**config.mk**
```make
export PLATFORM = sky130hd
export DESIGN_NAME = mips_step_ctrl_flat
export DESIGN_NICKNAME = d
export VERILOG_FILES = /design/src/rtl/mips_step_ctrl_pkg.sv /design/src/rtl/mips_step_ctrl_if.sv /design/src/rtl/mips_step_ctrl_debounce.sv /design/src/rtl/mips_step_ctrl.sv /design/src/flat_wrapper.sv
export SDC_FILE = /design/constraint.sdc
export NUM_CORES = 1
export LEC_CHECK = 0
export CAP_MARGIN = 5
export CORE_ASPECT_RATIO = 1.5
export CORE_MARGIN = 4
export CORE_UTILIZATION = 45
export DETAILED_ROUTE_END_ITERATION = 16
export MAX_ROUTING_LAYER = met4
export PLACE_DENSITY_LB_ADDON = 0.15
export SYNTH_ARGS = -nofsm -noshare
export SYNTH_HDL_FRONTEND = slang
export SYNTH_SLANG_ARGS = --single-unit
export TNS_END_PERCENT = 1
```
**constraint.sdc**
```tcl
create_clock -name clk -period 9 [get_ports clk]
set_input_delay 1.8 -clock clk [delete_from_list [all_inputs] [get_ports clk]]
set_output_delay 1.8 -clock clk [all_outputs]
set_load 0.01 [all_outputs]
```
**src/rtl/mips_step_ctrl_pkg.sv**
```systemverilog
// Shared encodings and default timing constants for the MIPS run-control block.
package mips_ctrl_pkg;

  localparam logic [1:0] MODE_HALT = 2'b00;
  localparam logic [1:0] MODE_STEP = 2'b01;
  localparam logic [1:0] MODE_SLOW = 2'b10;
  localparam logic [1:0] MODE_FAST = 2'b11;

  localparam int unsigned DEF_DIV_COUNT       = 50_000_000;
  localparam int unsigned DEF_DEBOUNCE_CYCLES = 500_000;
  localparam int unsigned DEF_CNT_WIDTH       = 16;

endpackage

```
**src/rtl/mips_step_ctrl_if.sv**
```systemverilog
// Board-side signal bundle of the run-control block: switches and button in, enables and LEDs out.
interface mips_step_ctrl_if #(
  parameter int unsigned CNT_WIDTH = 16
);
  logic [1:0]           mode;
  logic                 step_btn;
  logic                 tick;
  logic [CNT_WIDTH-1:0] tick_cnt;
  logic                 heartbeat;
  logic                 step_armed;

  modport master (
    output mode, step_btn,
    input  tick, tick_cnt, heartbeat, step_armed
  );

  modport slave (
    input  mode, step_btn,
    output tick, tick_cnt, heartbeat, step_armed
  );
endinterface

```
**src/rtl/mips_step_ctrl_debounce.sv**
```systemverilog
// Two-flop synchroniser and stability-counter debouncer for the step push-button.
module step_debounce
  import mips_ctrl_pkg::*;
#(
  parameter int unsigned DEBOUNCE_CYCLES = DEF_DEBOUNCE_CYCLES
) (
  input  logic clk,
  input  logic reset,
  input  logic btn_i,
  output logic db_level_o
);

  localparam int unsigned CW = $clog2(DEBOUNCE_CYCLES);

  logic          sync1_q, sync2_q;
  logic          db_q, db_d;
  logic [CW-1:0] cnt_q, cnt_d;

  // The level is accepted only after it has differed for DEBOUNCE_CYCLES consecutive cycles.
  always_comb begin
    cnt_d = '0;
    db_d  = db_q;
    if (sync2_q != db_q) begin
      if (cnt_q == CW'(DEBOUNCE_CYCLES - 1)) begin
        db_d  = sync2_q;
        cnt_d = '0;
      end else begin
        cnt_d = cnt_q + 1'b1;
      end
    end
  end

  always_ff @(posedge clk) begin
    if (reset) begin
      sync1_q <= 1'b1;
      sync2_q <= 1'b1;
      db_q    <= 1'b1;
      cnt_q   <= '0;
    end else begin
      sync1_q <= btn_i;
      sync2_q <= sync1_q;
      db_q    <= db_d;
      cnt_q   <= cnt_d;
    end
  end

  assign db_level_o = db_q;

endmodule

```
**src/rtl/mips_step_ctrl.sv**
```systemverilog
// Run-control for the multicycle MIPS core: selects halt/step/slow/fast and emits a one-cycle tick.
module mips_step_ctrl
  import mips_ctrl_pkg::*;
#(
  parameter int unsigned DIV_COUNT       = DEF_DIV_COUNT,
  parameter int unsigned DEBOUNCE_CYCLES = DEF_DEBOUNCE_CYCLES,
  parameter int unsigned CNT_WIDTH       = DEF_CNT_WIDTH
) (
  input  logic             clk,
  input  logic             reset,
  mips_step_ctrl_if.slave  bus
);

  localparam logic [1:0]  ST_HALT = MODE_HALT;
  localparam logic [1:0]  ST_STEP = MODE_STEP;
  localparam logic [1:0]  ST_SLOW = MODE_SLOW;
  localparam logic [1:0]  ST_FAST = MODE_FAST;
  localparam int unsigned DW      = $clog2(DIV_COUNT);

  logic [1:0]           mode_s1_q, mode_s2_q;
  logic [1:0]           state_q, state_d;
  logic                 change;
  logic [DW-1:0]        div_q, div_d;
  logic                 tick_q, tick_d;
  logic [CNT_WIDTH-1:0] cnt_q, cnt_d;
  logic                 hb_q, hb_d;
  logic                 prev_q;
  logic                 db_level;

  step_debounce #(
    .DEBOUNCE_CYCLES(DEBOUNCE_CYCLES)
  ) u_debounce (
    .clk       (clk),
    .reset     (reset),
    .btn_i     (bus.step_btn),
    .db_level_o(db_level)
  );

  // A state change suppresses the tick and restarts the divider, so every mode
  // starts from a clean phase; the SLOW tick is raised one count early so the
  // registered pulse lines up with divider == DIV_COUNT-1.
  always_comb begin
    state_d = mode_s2_q;
    change  = (state_d != state_q);
    div_d   = '0;
    tick_d  = 1'b0;
    if (!change) begin
      case (state_q)
        ST_STEP: tick_d = db_level && !prev_q;
        ST_SLOW: begin
          tick_d = (div_q == DW'(DIV_COUNT - 2));
          div_d  = (div_q == DW'(DIV_COUNT - 1)) ? '0 : div_q + 1'b1;
        end
        ST_FAST: tick_d = 1'b1;
        default: tick_d = 1'b0;
      endcase
    end
    cnt_d = cnt_q + CNT_WIDTH'(tick_d);
    hb_d  = hb_q ^ tick_d;
  end

  always_ff @(posedge clk) begin
    if (reset) begin
      mode_s1_q <= MODE_HALT;
      mode_s2_q <= MODE_HALT;
      state_q   <= ST_HALT;
      div_q     <= '0;
      tick_q    <= 1'b0;
      cnt_q     <= '0;
      hb_q      <= 1'b0;
      prev_q    <= 1'b1;
    end else begin
      mode_s1_q <= bus.mode;
      mode_s2_q <= mode_s1_q;
      state_q   <= state_d;
      div_q     <= div_d;
      tick_q    <= tick_d;
      cnt_q     <= cnt_d;
      hb_q      <= hb_d;
      prev_q    <= db_level;
    end
  end

  assign bus.tick       = tick_q;
  assign bus.tick_cnt   = cnt_q;
  assign bus.heartbeat  = hb_q;
  assign bus.step_armed = (state_q == ST_STEP) && !db_level;

endmodule
```
**src/flat_wrapper.sv**
```systemverilog
// flat-port wrapper written by rule: the top's interface ports become plain ports
module mips_step_ctrl_flat import mips_ctrl_pkg::*;
#(
  parameter int unsigned DIV_COUNT       = DEF_DIV_COUNT,
  parameter int unsigned DEBOUNCE_CYCLES = DEF_DEBOUNCE_CYCLES,
  parameter int unsigned CNT_WIDTH       = DEF_CNT_WIDTH
)
  (clk, reset, bus_mode, bus_step_btn, bus_tick, bus_tick_cnt, bus_heartbeat, bus_step_armed);
  mips_step_ctrl_if #(.CNT_WIDTH(CNT_WIDTH)) bus_i ();
  input  logic clk;
  input  logic reset;
  input wire logic [$bits(bus_i.mode)-1:0] bus_mode;
  input wire logic [$bits(bus_i.step_btn)-1:0] bus_step_btn;
  output wire logic [$bits(bus_i.tick)-1:0] bus_tick;
  output wire logic [$bits(bus_i.tick_cnt)-1:0] bus_tick_cnt;
  output wire logic [$bits(bus_i.heartbeat)-1:0] bus_heartbeat;
  output wire logic [$bits(bus_i.step_armed)-1:0] bus_step_armed;
  assign bus_i.mode = bus_mode;
  assign bus_i.step_btn = bus_step_btn;
  assign bus_tick = bus_i.tick;
  assign bus_tick_cnt = bus_i.tick_cnt;
  assign bus_heartbeat = bus_i.heartbeat;
  assign bus_step_armed = bus_i.step_armed;
  mips_step_ctrl #(.DIV_COUNT(DIV_COUNT), .DEBOUNCE_CYCLES(DEBOUNCE_CYCLES), .CNT_WIDTH(CNT_WIDTH)) u_core (.clk(clk), .reset(reset), .bus(bus_i));
endmodule
```
==> flow_metrics.env, run 1 <==
export IMPL_status="complete, no violations"
export IMPL_min_path_type="flip-flop to flip-flop"
export IMPL_cts_sinks=73
export IMPL_slew_violations=0
export IMPL_synth_seq_cells=73
export IMPL_io_pins=24
export IMPL_fin_setup_tns_ns=0
export IMPL_clock_latency_ns=0.35
export IMPL_required_ns=9.27
export IMPL_critPathMaxFanout=6
export IMPL_post_cts_resized=0
export IMPL_grt_pass1_vias=2608
export IMPL_r2r_start="u_core.div_q[7]"
export IMPL_synth_seq_area_share=0.4501
export IMPL_port_buffers=23
export IMPL_avgRoutedWirePerCell_microns=13.47
export IMPL_leakage_nw=1.088
export IMPL_crit_path_start_kind="flip-flop"
export IMPL_dpl_hpwl_microns=4617
export IMPL_drc_errors=0
export IMPL_mostFrequentLayoutCell="dfxtp_1"
export IMPL_synth_area_leader_cell="dfxtp_1"
export IMPL_first_pass_iters=4
export IMPL_max_freq_mhz=292.4
export IMPL_num_nets_final=403
export IMPL_yosys_warnings=0
export IMPL_mostFrequentLayoutCells="dfxtp_1, nor2_1, xnor2_1"
export IMPL_r2r_setup_slack_ns=5.58
export IMPL_antenna_left=0
export IMPL_viasPerCell=5.553
export IMPL_coreArea_sq_um=6944
export IMPL_reg2reg_to="u_core.bus.tick_cnt[15]"
export IMPL_antenna_found_initial=0
export IMPL_cts_tree="built"
export IMPL_async_flop_share=0
export IMPL_p_per_area_nw_per_um2=157.3
export IMPL_postCtsSetupBuffers=0
export IMPL_rsz0062_at_grt="false"
export IMPL_n_antenna_cell=0
export IMPL_drive_gt1_frac=0.07286
export IMPL_wl_met2_microns=3384
export IMPL_syn_area_sq_um=3247
export IMPL_start_util=0.4676
export IMPL_startpoint="u_core.div_q[7]"
export IMPL_num_rows=37
export IMPL_hold_depth=1
export IMPL_arrival_ns=3.69
export IMPL_syn_nets=379
export IMPL_min_period_ns=3.420
export IMPL_syn_area_per_cell_sq_um=8.799
export IMPL_die_y_microns=112.0
export IMPL_holdCritStartpoint="u_core.u_debounce.sync1_q"
export IMPL_synth_ff_type="dfxtp_1"
export IMPL_highest_layer="met4"
export IMPL_routed_wl_microns=6412
export IMPL_die_w_microns=77.36
export IMPL_num_fill_cells=654
export IMPL_critPathKind="flip-flop to flip-flop"
export IMPL_vias=2643
export IMPL_wl_met1_microns=2711
export IMPL_clockRootBuffer="clkbuf_8"
export IMPL_drt_iter0_drc=105
export IMPL_cts_buffer_depth=2
export IMPL_synth_area_leaders="dfxtp_1, xnor2_1, nor2_1, nand3_1, or3_1"
export IMPL_grt_pass1_wl_microns=11390
export IMPL_grt_ovfl_total=0
export IMPL_cap_violations=0
export IMPL_multi_input_area_sq_um=1699
export IMPL_fin_skew_ns=0.01530
export IMPL_period_share=0.3800
export IMPL_path_clk_slew_ns=0.08
export IMPL_seqCellArea_sq_um=1461
export IMPL_grt_max_degree=30
export IMPL_cts_buffers=9
export IMPL_max_slew_margin=0.5283
export IMPL_worst_ir_drop_vdd_v=0.0001158
export IMPL_fin_hold_ws_ns=0.4206
export IMPL_setup_viol=0
export IMPL_holdBufCountCts=0
export IMPL_dieArea_sq_um=8666
export IMPL_min_delay_worst_endpoint="u_core.u_debounce.sync2_q"
export IMPL_r2r_cells=9
export IMPL_cts_htree_levels=3
export IMPL_synth_cell_types=41
export IMPL_netlist_area_leader_share=0.4501
export IMPL_place_gp_congestion=0.7665
export IMPL_area_delta_synth_final_pct=14.95
export IMPL_wl_met3_microns=133
export IMPL_end_kind="flip-flop"
export IMPL_tightest_slew_ns=0.7071
export IMPL_synth_cells=369
export IMPL_finalHoldViolCount=0
export IMPL_grtUsageTotal=0.1661
export IMPL_synth_edf_count=0
==> sequential cells by signal, summed over array words and instances (netlist names), 2 cells and up <==
| name | flops |
|---|---|
| u_core.bus.tick_cnt | 16 |
| u_core.mode_s2_q | 2 |
| u_core.mode_s1_q | 2 |
| u_core.u_debounce.cnt_q | 19 |
| u_core.div_q | 26 |
| u_core.state_q | 2 |
==> metal layers <==
layer  global-route usage  vias to the layer above
li1                     -                     1373
met1               0.1705                     1227
met2               0.2897                       29
met3              0.03612                       14
met4              0.09382                        0
met5                    -                        -
==> area by class of cell <==
type                       instances  share of cell area
clock buffer                      10             0.03419
clock inverter                     6             0.01810
inverter                          11             0.01106
multi-input combinational        274              0.4552
sequential                        73              0.3916
tap                               78             0.02615
timing repair buffer              24             0.06369
==> cell families (layout without fill, tap and decap cells) <==
kind of cell | count (synthesis) | after routing | synth area share
AND/OR/NAND/NOR | 181 | 181 | 0.3083
flip-flops | 73 | 73 | 0.4501
AO/OA/AOI/OAI | 50 | 50 | 0.09326
XOR/XNOR | 38 | 38 | 0.1025
buffers and inverters | 22 | 51 | 0.02659
adder cells (fa/ha/maj) | 5 | 5 | 0.01927
==> power breakdown <==
group	leakage [nW]	internal (mW)	switching [mW]
Combinational	0.406	0.00393	0.00445
Sequential	0.589	0.324	0.000998
Clock	0.0929	0.129	0.124
Total	1.09	0.457	0.130
==> metrics by stage <==
step           power, mW  cell area [sq um]  std cells  setup WS [ns]    util
2_1_floorplan     0.3381               3247        369          5.860       -
4_1_cts           0.5931               3732        476          5.567  0.5375
3_3_place_gp      0.3414               3537        460          5.310  0.5094
5_1_grt           0.6094               3732        476          5.368  0.5375
3_5_place_dp      0.3414               3537        460          5.255  0.5094
6_report          0.5871               3732        476          5.580  0.5375
==> worst max-delay path by stage <==
stage	to	slack, ns	cells after the start
floorplan	u_core.bus.tick_cnt[15]	5.86	9
global placement	u_core.div_q[15]	5.31	6
detailed placement	u_core.div_q[13]	5.26	6
CTS	u_core.bus.tick_cnt[15]	5.57	9
global route	u_core.bus.tick_cnt[15]	5.37	9
finish	u_core.bus.tick_cnt[15]	5.58	9
==> synth_stat cells (all sizes together), types with 2 or more instances <==
| master | number |
|---|---|
| nand2 | 16 |
| nand4 | 15 |
| nor3 | 7 |
| clkbuf | 8 |
| inv | 11 |
| a21oi | 20 |
| nor4 | 12 |
| ha | 5 |
| buf | 3 |
| nor2 | 45 |
| and4 | 3 |
| dfxtp | 73 |
| nand3 | 23 |
| nor2b | 11 |
| and2 | 2 |
| o21ai | 15 |
| or4 | 10 |
| xnor2 | 27 |
| or3 | 19 |
| o311ai | 2 |
| and3 | 3 |
| xor2 | 11 |
| or2 | 8 |
| o31ai | 6 |
==> worst max-delay path, cell delays in order (launching register included) <==
cell and delay [ns]:
dfxtp_1 0.36, or4_1 0.56, or3_1 0.44, or3_4 0.41, a21oi_1 0.17, ha_1 0.20, nand2_1 0.13, or3_1 0.45
or4_1 0.49, a21oi_1 0.14
Note: power is estimated with default switching activity, not from simulation.
==> run 2: changes to the inputs <==
- clock period: 9 -> 3 ns (I/O delays scaled with it)
==> flow_metrics.env, run 2 (synthesized netlist as in run 1, its figures left out) <==
export IMPL_top_register="u_core.div_q"
export IMPL_tightest_slew_ns=0.7186
export IMPL_cts_buffer_depth=2
export IMPL_num_rows=37
export IMPL_first_pass_iters=4
export IMPL_coreArea_sq_um=6944
export IMPL_num_nets_final=418
export IMPL_holdBufCountCts=0
export IMPL_vias=2711
export IMPL_placed_cells=475
export IMPL_setup_viol=0
export IMPL_postLayoutCoreUtil=0.5591
export IMPL_avgRoutedWirePerCell_microns=13.52
export IMPL_grt_ovfl_total=0
export IMPL_worst_ir_drop_vdd_v=0.0003272
export IMPL_multi_input_area_sq_um=1755
export IMPL_cts_sinks=73
export IMPL_mostFrequentLayoutCells="dfxtp_1, nor2_1, xnor2_1"
export IMPL_cap_violations=0
export IMPL_drive_gt1_frac=0.1335
export IMPL_fin_hold_ws_ns=0.4130
export IMPL_critPathMaxFanout=3
export IMPL_period_share=0.9859
export IMPL_final_cells=490
export IMPL_cts_tree="built"
export IMPL_end_kind="flip-flop"
export IMPL_report_power_total_mw=1.717
export IMPL_antenna_found_initial=0
export IMPL_grt_max_degree=29
export IMPL_area_delta_synth_final_pct=19.58
export IMPL_rsz0062_at_grt="true"
export IMPL_slew_violations=0
export IMPL_largest_register_ffs=26
export IMPL_max_slew_margin=0.5209
export IMPL_num_fill_cells=666
export IMPL_drc_errors=0
export IMPL_drt_iter0_drc=122
export IMPL_setup_ws_ns=0.04237
export IMPL_finalHoldViolCount=0
export IMPL_n_antenna_cell=0
export IMPL_clockRootBuffer="clkbuf_8"
export IMPL_antenna_left=0
export IMPL_start_util=0.4676
export IMPL_path_common_cell="or3_4"
export IMPL_io_pins=24
export IMPL_die_w_microns=77.36
export IMPL_path_clk_slew_ns=0.07
export IMPL_fin_setup_tns_ns=0
export IMPL_fin_skew_ns=0.009683
export IMPL_min_path_type="flip-flop to flip-flop"
export IMPL_routed_wl_microns=6626
export IMPL_grt_pass1_vias=2676
export IMPL_cp_cell_sequence="or4_4, or3_4, or3_4, a21oi_2, ha_2, nand2_2, or3_4, or4_4, a21oi_2"
export IMPL_final_area_sq_um=3882
export IMPL_critPathMaxStageDelay_ns=0.53
export IMPL_place_gp_congestion=0.8055
export IMPL_leakage_nw=1.163
export IMPL_seqCellArea_sq_um=1461
export IMPL_slowest_stage="or4_4"
export IMPL_worst_path_buf_inv=0
export IMPL_min_period_ns=2.958
export IMPL_dpl_hpwl_microns=4840
export IMPL_status="complete, no violations"
export IMPL_grt_pass1_wl_microns=11830
export IMPL_dieArea_sq_um=8666
export IMPL_crit_path_start_kind="flip-flop"
export IMPL_grtUsageTotal=0.1712
export IMPL_cts_buffers=9
export IMPL_p_per_area_nw_per_um2=442.2
export IMPL_viasPerCell=5.533
export IMPL_arrival_ns=3.24
export IMPL_port_buffers=23
export IMPL_clock_latency_ns=0.34
export IMPL_required_ns=3.28
export IMPL_placed_area_sq_um=3664
export IMPL_max_freq_mhz=338.1
export IMPL_mostFrequentLayoutCell="dfxtp_1"
export IMPL_cts_htree_levels=3
export IMPL_path_delay_family="simple AND/OR/NAND/NOR gates"
export IMPL_place_ws_ns=-0.03125
export IMPL_critPathKind="flip-flop to flip-flop"
export IMPL_die_y_microns=112.0
==> run 2: changes by cell type in the layout (fill, tap and decap cells not counted), moves of 2 or more <==
cell / change
a21oi_1: -3
a21oi_2: +3
buf_4: +15
clkinv_2: +2
clkinvlp_4: -2
ha_1: -2
ha_2: +2
or3_1: -3
or3_4: +3
or4_1: -2
or4_4: +2
==> run 2: cell type report <==
class / count / area share
inverter: 11 / 0.01063
clock buffer: 11 / 0.03384
multi-input combinational: 274 / 0.4521
sequential: 73 / 0.3764
timing repair buffer: 39 / 0.09024
clock inverter: 4 / 0.01160
tap: 78 / 0.02514
==> run 2: repair_timing <==
| action | CTS | global route |
|---|---|---|
| endpoints found under the setup margin | 4 | 5 |
| pin swaps | 1 | 4 |
| setup buffers | 0 | 0 |
| resized for setup | 2 | 8 |
==> run 2: routing by layer <==
| layer | track usage | wire [microns] | vias up |
|---|---|---|---|
| li1 | - | - | 1393 |
| met1 | 0.1799 | 2802 | 1269 |
| met2 | 0.2989 | 3458 | 34 |
| met3 | 0.04173 | 198 | 15 |
| met4 | 0.07957 | 167 | 0 |
| met5 | - | 0 | - |
==> run 2: final timing paths <==
| check | startpoint | endpoint | slack (ns) | cells past startpoint |
|---|---|---|---|---|
| worst max-delay path | u_core.div_q[8] | u_core.bus.tick_cnt[15] | 0.04 | 9 |
| worst min-delay path | u_core.u_debounce.sync1_q | u_core.u_debounce.sync2_q | 0.41 | 1 |
| worst max register to register | u_core.div_q[8] | u_core.bus.tick_cnt[15] | 0.04 | 9 |
| worst min register to register | u_core.u_debounce.sync1_q | u_core.u_debounce.sync2_q | 0.41 | 1 |
==> run 2: power breakdown <==
group | internal, mW | total, mW | switching, mW
Sequential | 0.974 | 0.976 | 0.00296
Clock | 0.376 | 0.714 | 0.338
Combinational | 0.0118 | 0.0261 | 0.0143
==> run 2: worst reg2reg max path: cells and delay by family, from the launching register on <==
kind / cells / cell delay (ns)
AOI/OAI and AO/OA: 2 / 0.25
and+or+nand+nor: 6 / 2.12
adders and majority gates: 1 / 0.22
DFF: 1 / 0.31
==> run 3: changes to the inputs <==
- PLACE_DENSITY: default -> 0.66
- PLACE_DENSITY_LB_ADDON: 0.15 -> default
==> flow_metrics.env, run 3 (synthesized netlist as in run 1, its figures left out) <==
export IMPL_grt_ovfl_total=0
export IMPL_grt_pass1_wl_microns=11720
export IMPL_grtUsageTotal=0.1734
export IMPL_start_util=0.4676
export IMPL_io_pins=24
export IMPL_min_period_ns=2.993
export IMPL_setup_ws_ns=0.006666
export IMPL_p_int_mw=1.665
export IMPL_place_ws_ns=0.003281
export IMPL_num_nets_final=425
export IMPL_clock_latency_ns=0.36
export IMPL_highest_layer="met4"
export IMPL_cts_tree="built"
export IMPL_max_freq_mhz=334.1
export IMPL_tightest_slew_ns=0.7108
export IMPL_holdCritStartpoint="u_core.u_debounce.sync1_q"
export IMPL_max_slew_margin=0.5258
export IMPL_pwr_share_comb=0.013
export IMPL_period_share=0.9978
export IMPL_drive_gt1_frac=0.1500
export IMPL_cts_buffer_depth=2
export IMPL_final_area_sq_um=4018
export IMPL_r2r_setup_slack_ns=0.007
export IMPL_clockRootBuffer="clkbuf_8"
export IMPL_wl_met1_microns=2795
export IMPL_first_pass_iters=4
export IMPL_avgRoutedWirePerCell_microns=13.47
export IMPL_finalHoldViolCount=0
export IMPL_dpl_hpwl_microns=4886
export IMPL_antenna_found_initial=0
export IMPL_r2r_start="u_core.div_q[7]"
export IMPL_path_clk_slew_ns=0.08
export IMPL_fin_skew_ns=0.006595
export IMPL_critPathKind="flip-flop to flip-flop"
export IMPL_n_antenna_cell=0
export IMPL_num_fill_cells=633
export IMPL_end_kind="flip-flop"
export IMPL_drt_iter0_drc=91
export IMPL_routed_wl_microns=6707
export IMPL_switchingPower_uw=376.2
export IMPL_mostFrequentLayoutCells="dfxtp_1, nor2_1, xnor2_1"
export IMPL_drc_errors=0
export IMPL_setup_viol=0
export IMPL_fin_setup_tns_ns=0
export IMPL_dieArea_sq_um=8666
export IMPL_vias=2743
export IMPL_arrival_ns=3.29
export IMPL_coreArea_sq_um=6944
export IMPL_wl_met3_microns=236
export IMPL_place_gp_congestion=0.7902
export IMPL_p_per_area_nw_per_um2=508.2
export IMPL_viasPerCell=5.508
export IMPL_r2r_cells=9
export IMPL_clockPowerShare=0.509
export IMPL_rsz0062_at_grt="true"
export IMPL_top_register="u_core.div_q"
export IMPL_area_delta_synth_final_pct=23.74
export IMPL_grt_pass1_vias=2661
export IMPL_largest_register_ffs=26
export IMPL_min_path_type="flip-flop to flip-flop"
export IMPL_critPathMaxFanout=3
export IMPL_die_w_microns=77.36
export IMPL_status="complete, no violations"
export IMPL_cts_htree_levels=3
export IMPL_switching_share=0.1843
export IMPL_p_seq_frac=0.478
export IMPL_placed_area_sq_um=3709
export IMPL_slew_violations=0
export IMPL_wl_met2_microns=3497
export IMPL_cap_violations=0
export IMPL_cts_buffers=9
export IMPL_crit_path_start_kind="flip-flop"
export IMPL_die_y_microns=112.0
export IMPL_required_ns=3.30
export IMPL_startpoint="u_core.div_q[7]"
export IMPL_grt_max_degree=22
export IMPL_mostFrequentLayoutCell="dfxtp_1"
export IMPL_num_rows=37
export IMPL_leakage_nw=1.247
export IMPL_antenna_left=0
export IMPL_cts_sinks=73
export IMPL_worst_ir_drop_vdd_v=0.0002586
export IMPL_port_buffers=23
export IMPL_hold_depth=1
export IMPL_postLayoutCoreUtil=0.5786
==> run 3: changes by cell type in the layout (fill, tap and decap cells not counted), sizes merged <==
cell / before / now
bufinv: 1 / 4
buf: 16 / 23
clkinv: 3 / 1
==> run 3: what timing repair did <==
| action | CTS | global route |
|---|---|---|
| hold buffers | 0 | 0 |
| endpoints found under the hold margin | 0 | 0 |
| setup endpoints to repair | 5 | 5 |
| pin swaps | 3 | 1 |
| gates resized for setup | 4 | 3 |
| gates cloned | 0 | 0 |
| buffers inserted | 0 | 1 |
==> run 3: area by class of cell <==
class                      count  area (sq um)  area share
timing repair buffer          46         402.9      0.1003
multi-input combinational    274          1737      0.4323
inverter                      11         41.29     0.01028
sequential                    73          1463      0.3641
clock buffer                  11         151.4     0.03768
tap                           78         97.59     0.02429
clock inverter                 5         125.1     0.03114
==> run 3: path summary, 6_finish.rpt <==
path,endpoint
worst max-delay path,u_core.bus.tick_cnt[15]
worst min register to register,u_core.u_debounce.sync2_q
worst max register to register,u_core.bus.tick_cnt[15]
worst min-delay path,u_core.u_debounce.sync2_q
==> run 3: power by group through the flow <==
stage	logic, mW	clock network (mW)	registers, mW
2_1_floorplan	0.0166	0	0.998
3_3_place_gp	0.0255	0	0.999
3_5_place_dp	0.0260	0	0.999
4_1_cts	0.0260	1.07	0.976
5_1_grt	0.0288	1.11	0.976
6_report	0.0257	1.04	0.976
==> run 3: routing by layer <==
layer | GRT usage | vias up
met5 | - | -
met4 | 0.07838 | 0
met3 | 0.06019 | 14
met2 | 0.2989 | 33
met1 | 0.1753 | 1290
li1 | - | 1406
==> run 3: metrics by stage <==
| step | total power [mW] | instances | hold slack [ns] |
|---|---|---|---|
| floorplan | 1.015 | 369 | 0.3895 |
| global placement | 1.024 | 481 | 0.3980 |
| detailed placement | 1.025 | 481 | 0.3989 |
| CTS | 2.068 | 497 | 0.4292 |
| global route | 2.113 | 498 | 0.4421 |
| finish | 2.042 | 498 | 0.4263 |
==> run 3: critical path: stages, from the launching register on <==
cell	delay, ns
dfxtp_2	0.33
or4_4	0.53
or3_4	0.34
or3_4	0.38
a21oi_2	0.14
ha_2	0.22
nand2_2	0.06
or3_4	0.33
or4_4	0.48
a21oi_2	0.11
